## src/rtl/plru_ctrl.sv

```systemverilog
// Tree-PLRU replacement controller for a 4-way cache over an external 3-bit-per-set array.
// Optional write-to-read forwarding enabled by defining PLRU_FWD_EN; otherwise same-set stalls.
module plru_ctrl #(
    parameter int unsigned S_INDEX = 4
) (
    input  logic               clk,
    input  logic               rst_n,
    input  logic               req_valid,
    output logic               req_ready,
    input  logic               req_op,
    input  logic [S_INDEX-1:0] req_set,
    input  logic [1:0]         req_way,
    output logic               rsp_valid,
    output logic [1:0]         rsp_way,
    input  logic               flush_req,
    output logic               flush_busy,
    output logic               flush_done,
    output logic               arr_csb0,
    output logic               arr_web0,
    output logic [S_INDEX-1:0] arr_addr0,
    output logic [2:0]         arr_din0,
    output logic               arr_csb1,
    output logic [S_INDEX-1:0] arr_addr1,
    input  logic [2:0]         arr_dout1
);

    typedef enum logic [0:0] {StRun, StFlush} state_e;

    state_e             state_q, state_d;
    logic               s1_valid_q;
    logic               s1_op_q;
    logic [S_INDEX-1:0] s1_set_q;
    logic [1:0]         s1_way_q;
    logic [S_INDEX-1:0] flush_cnt_q, flush_cnt_d;
    logic               flush_done_q, flush_done_d;

    logic               accept;
    logic               stall;
    logic [2:0]         s1_bits;
    logic [1:0]         s1_sel_way;
    logic [2:0]         s1_new_bits;

    // Each tree bit points toward the half holding the next victim.
    function automatic logic [1:0] victim_of(input logic [2:0] bits);
        victim_of = bits[0] ? {1'b1, bits[2]} : {1'b0, bits[1]};
    endfunction

    function automatic logic [2:0] touch_of(input logic [2:0] bits, input logic [1:0] way);
        logic [2:0] nb;
        nb    = bits;
        nb[0] = ~way[1];
        if (way[1]) begin
            nb[2] = ~way[0];
        end else begin
            nb[1] = ~way[0];
        end
        return nb;
    endfunction

`ifdef PLRU_FWD_EN
    logic               fwd_valid_q;
    logic [S_INDEX-1:0] fwd_set_q;
    logic [2:0]         fwd_bits_q;

    // The previous cycle's write is still in the array's input register, so a
    // same-set read returns stale data; take the bits from here instead.
    always_ff @(posedge clk or negedge rst_n) begin
        if (!rst_n) begin
            fwd_valid_q <= 1'b0;
            fwd_set_q   <= '0;
            fwd_bits_q  <= '0;
        end else begin
            fwd_valid_q <= s1_valid_q && (state_q == StRun);
            if (s1_valid_q) begin
                fwd_set_q  <= s1_set_q;
                fwd_bits_q <= s1_new_bits;
            end
        end
    end

    always_comb begin
        s1_bits = arr_dout1;
        if (fwd_valid_q && (fwd_set_q == s1_set_q)) begin
            s1_bits = fwd_bits_q;
        end
    end

    assign stall = 1'b0;
`else
    assign s1_bits = arr_dout1;
    // Hold off a same-set request for one cycle so its read sees the committed write.
    assign stall   = s1_valid_q && (s1_set_q == req_set);
`endif

    assign s1_sel_way  = s1_op_q ? victim_of(s1_bits) : s1_way_q;
    assign s1_new_bits = touch_of(s1_bits, s1_sel_way);

    assign req_ready = rst_n && (state_q == StRun) && !flush_req && !stall;
    assign accept    = req_valid && req_ready;

    assign arr_csb1  = !accept;
    assign arr_addr1 = req_set;
    assign arr_csb0  = 1'b0;

    assign rsp_valid  = s1_valid_q;
    assign rsp_way    = s1_valid_q ? s1_sel_way : 2'b00;
    assign flush_busy = (state_q == StFlush);
    assign flush_done = flush_done_q;

    always_comb begin
        state_d      = state_q;
        flush_cnt_d  = flush_cnt_q;
        flush_done_d = 1'b0;
        arr_web0     = 1'b1;
        arr_addr0    = '0;
        arr_din0     = '0;

        unique case (state_q)
            StRun: begin
                // An in-flight stage-1 write lands this cycle, before the sweep starts.
                if (s1_valid_q) begin
                    arr_web0  = 1'b0;
                    arr_addr0 = s1_set_q;
                    arr_din0  = s1_new_bits;
                end
                if (flush_req) begin
                    state_d     = StFlush;
                    flush_cnt_d = '0;
                end
            end
            StFlush: begin
                arr_web0    = 1'b0;
                arr_addr0   = flush_cnt_q;
                arr_din0    = 3'b000;
                flush_cnt_d = flush_cnt_q + S_INDEX'(1);
                if (&flush_cnt_q) begin
                    state_d      = StRun;
                    flush_done_d = 1'b1;
                end
            end
            default: begin
                state_d = StRun;
            end
        endcase
    end

    always_ff @(posedge clk or negedge rst_n) begin
        if (!rst_n) begin
            state_q      <= StRun;
            s1_valid_q   <= 1'b0;
            s1_op_q      <= 1'b0;
            s1_set_q     <= '0;
            s1_way_q     <= '0;
            flush_cnt_q  <= '0;
            flush_done_q <= 1'b0;
        end else begin
            state_q      <= state_d;
            s1_valid_q   <= accept;
            flush_cnt_q  <= flush_cnt_d;
            flush_done_q <= flush_done_d;
            if (accept) begin
                s1_op_q  <= req_op;
                s1_set_q <= req_set;
                s1_way_q <= req_way;
            end
        end
    end

endmodule
```

## config.mk

```make
export PLATFORM = sky130hd
export DESIGN_NAME = plru_ctrl
export DESIGN_NICKNAME = d
export VERILOG_FILES = /design/src/rtl/plru_ctrl.sv
export SDC_FILE = /design/constraint.sdc
export NUM_CORES = 1
export LEC_CHECK = 0
export ABC_AREA = 1
export BUFFER_PORTS_ARGS = -buffer_cell sky130_fd_sc_hd__buf_2
export CAP_MARGIN = 15
export CORE_ASPECT_RATIO = 0.75
export CORE_MARGIN = 1.5
export CORE_UTILIZATION = 34
export DETAILED_ROUTE_END_ITERATION = 8
export GPL_ROUTABILITY_DRIVEN = 0
export MAX_ROUTING_LAYER = met4
export PLACE_DENSITY = 0.63
export SETUP_SLACK_MARGIN = 0.15
export SYNTH_ARGS = -nofsm -noshare
export SYNTH_HDL_FRONTEND = slang
export SYNTH_SLANG_ARGS = --single-unit
```

## constraint.sdc

```tcl
create_clock -name clk -period 1.3 [get_ports clk]
set_input_delay 0.13 -clock clk [delete_from_list [all_inputs] [get_ports clk]]
set_output_delay 0.13 -clock clk [all_outputs]
set_load 0.03 [all_outputs]
```

==> metrics.txt <==
commonest non-fill, non-tap cells in the layout=24 x nand2_1, 19 x buf_6, 18 x buf_2; Worst setup EP type=output port; r2r startpoint=flush_busy; I/O Pins=34; Max Slew Vio Count=0; Mapped Cells=117; TritonCTS Sinks=14; VDD IR max=1.28 mV; vias per inst=4.67; hold_sp=req_way[1]; total global routing overflow=0; Final Critical Period=1.46 ns; setup_tns=-1.72 ns; initial antenna violation count=0; failing checks=negative setup slack; Distinct cells, synth=25; Data arrival, critical path=1.33 ns; Worst Hold Class=primary input to flip-flop; Setup-failing EPs final=19; Synth Area per Inst=7.68 um^2; PwrDens=1980 nW/um^2; WP data required=1.17 ns; largest net degree at the start of global routing=15; P_int=0.00159 W; routing usage on met3=5.41%; Clk Latency, worst-skew pair=0.28 ns; Die X=62.4 um; Clock Tree Root=clkbuf_4; vias in the first global route=901; ANT nets after route=0; CP endpoint=arr_csb1; register area share after synthesis=39.0%; NumNets Final=182; antenna cells=0; most common cell after layout, fill and taps aside=nand2_1; clock slew at reported path FFs=0.08 ns; Post-Syn Area=898 um^2; Net Count, Synth=132; crit share post-route=112%; r2r setup slk=-0.07 ns; CP Max Fanout=6; drt pass-1 iters=3; post-DP HPWL=1760 um; fill count=214; worst path cell trace=inv_6 > nand2_4 > nor2_8 > nand3_4 > buf_6; die area=2960 um^2; Final Hold Viols=0; CP max stage cell=dfrtp_2; sequential share of power=27.5%; grt met1 use=20.6%; Clock Power Share=10.6%; crit path launch type=flip-flop; Worst path top cell family by delay=flip-flops; WL final=2450 um; via count=933; clock skew=0.00925 ns; M2 GR Usage=34.3%; Max-Cap Viols=0; Most Used Layer, Global Route=met2; share of cells above drive strength 1=59.6%; CP peak stage delay=0.51 ns; Worst path depth=5; outcome=finished with violations; CP startpoint=flush_busy; Placed Area=1140 um^2; design area=1480 um^2; Initial Utilization=37.4%; Final WS setup=-0.158 ns; initial DRC count=9; core region area=2400 um^2; Leak Pwr=0.767 nW; Residual DRC=0; area grow syn2layout=65.0%; switch share=45.9%; r2r endpoint=s1_op_q; GRT Overall Usage=18.4%; Comb power frac=61.9%; global-route wire length before repair=3930 um; Die H=47.5 um; Reg2Reg Depth=8; # rows=15; synth warn=0; Crit Path Category=flip-flop to output port; CTS max path bufs=2; sw power=0.00135 W; WP buf/inv=2; TritonCTS Buffers=3; synthesized flop and latch total=14; Avg WL per Cell=12.3 um; Fmax achieved=0.686 GHz; RSZ-0062 raised after global routing=yes; CTS tree=done; IO buf count=32; H-tree Lvls=1
[per-layer routing]
metal / up-vias / part of all wire [%]
li1: 463 / -
met1: 444 / 46
met2: 24 / 49
met3: 2 / 4.7
met4: 0 / 0.41
met5: - / 0
[logic make-up (layout without fill, tap and decap cells)]
| family | after synthesis | after routing | share of synthesized area, % |
|---|---|---|---|
| and+or+nand+nor | 59 | 59 | 34.7 |
| buffers and inverters | 27 | 76 | 14.5 |
| DFF | 14 | 14 | 39.0 |
| adders and majority gates | 1 | 1 | 1.39 |
| muxes | 1 | 1 | 1.11 |
| AOI/OAI and AO/OA | 13 | 13 | 7.94 |
| xor gates and xnor gates | 1 | 1 | 0.975 |
| other | 1 | 1 | 0.417 |
[worst reg2reg max path, cell delays in order, from the launching register on]
cell	delay [ns]
dfrtp_2	0.51
inv_6	0.10
nand2_4	0.06
nor2_8	0.15
nand3_4	0.09
buf_6	0.13
buf_12	0.12
nand2_1	0.05
nand2_1	0.05
[final cells by class]
class	count	area, um^2	area share (%)
sequential	14	353	23.8
clock buffer	4	36.3	2.45
inverter	20	85.1	5.74
multi-input combinational	76	534	36.0
tap	34	42.5	2.87
timing repair buffer	52	432	29.1
[per-stage QoR]
| stage | hold WS, ns | util (%) | worst slack [ns] | total power, W | std cells |
|---|---|---|---|---|---|
| after global routing | 0.106 | 61.7 | -0.235 | 0.00314 | 200 |
| final | 0.114 | 61.7 | -0.158 | 0.00294 | 200 |
| after detailed placement | 0.137 | 47.6 | 0.0334 | 0.00207 | 181 |
| after floorplan | -0.166 | - | -0.0223 | 0.00174 | 117 |
| after global placement | 0.137 | 47.6 | 0.0766 | 0.00204 | 181 |
| after CTS | 0.106 | 57.8 | -0.149 | 0.00278 | 197 |
[worst min path at each step]
stage	depth (start not counted)	to
2_1_floorplan	0	flush_busy
3_3_place_gp	2	flush_cnt_q[1]
3_5_place_dp	2	flush_cnt_q[1]
4_1_cts	3	s1_way_q[0]
5_1_grt	3	s1_way_q[1]
6_report	3	s1_way_q[1]
[state kept, by name, summed over array words and instances, names as in the netlist]
signal and cells:
s1_set_q 4, s1_op_q 1, s1_way_q 2, flush_done 1
rsp_valid 1, flush_busy 1, flush_cnt_q 4
[power groups by stage]
stage / Combinational, W / Sequential, W / Clock, W
final: 0.00182 / 0.000809 / 0.000310
after global routing: 0.00197 / 0.000831 / 0.000346
after CTS: 0.00168 / 0.000785 / 0.000320
after detailed placement: 0.00128 / 0.000795 / 0
after global placement: 0.00125 / 0.000790 / 0
after floorplan: 0.000976 / 0.000764 / 0
[synth_stat cells]
library cell  instances  area, um^2
inv_4                 1        6.26
inv_2                 4        15.0
buf_6                 1        11.3
and2_1                1        6.26
nand2_1              31         116
o211ai_1              1        7.51
nor2_8                1        20.0
a21oi_1               2        10.0
o21ai_0               2        10.0
buf_4                 5        37.5
ha_1                  1        12.5
nand4_1               8        50.1
nor2_1               10        37.5
o21ai_1               5        25.0
inv_1                15        56.3
conb_1                1        3.75
dfrtp_1              14         350
nand3_4               2        35.0
nand2_2               3        18.8
clkbuf_1              1        3.75
xnor2_1               1        8.76
o22ai_1               3        18.8
mux2i_1               1        10.0
nor3_1                1        5.00
nor2_4                2        22.5
[repair_timing]
item | 4_1_cts | 5_1_grt
hold endpoints to repair | 14 | 0
setup endpoints to repair | 21 | 27
buffers inserted | 11 | 3
pin swaps | 12 | 12
cloned | 0 | 0
hold buffers | 1 | 0
resized for setup | 40 | 23
No activity file was read; power rests on OpenSTA's default activity.
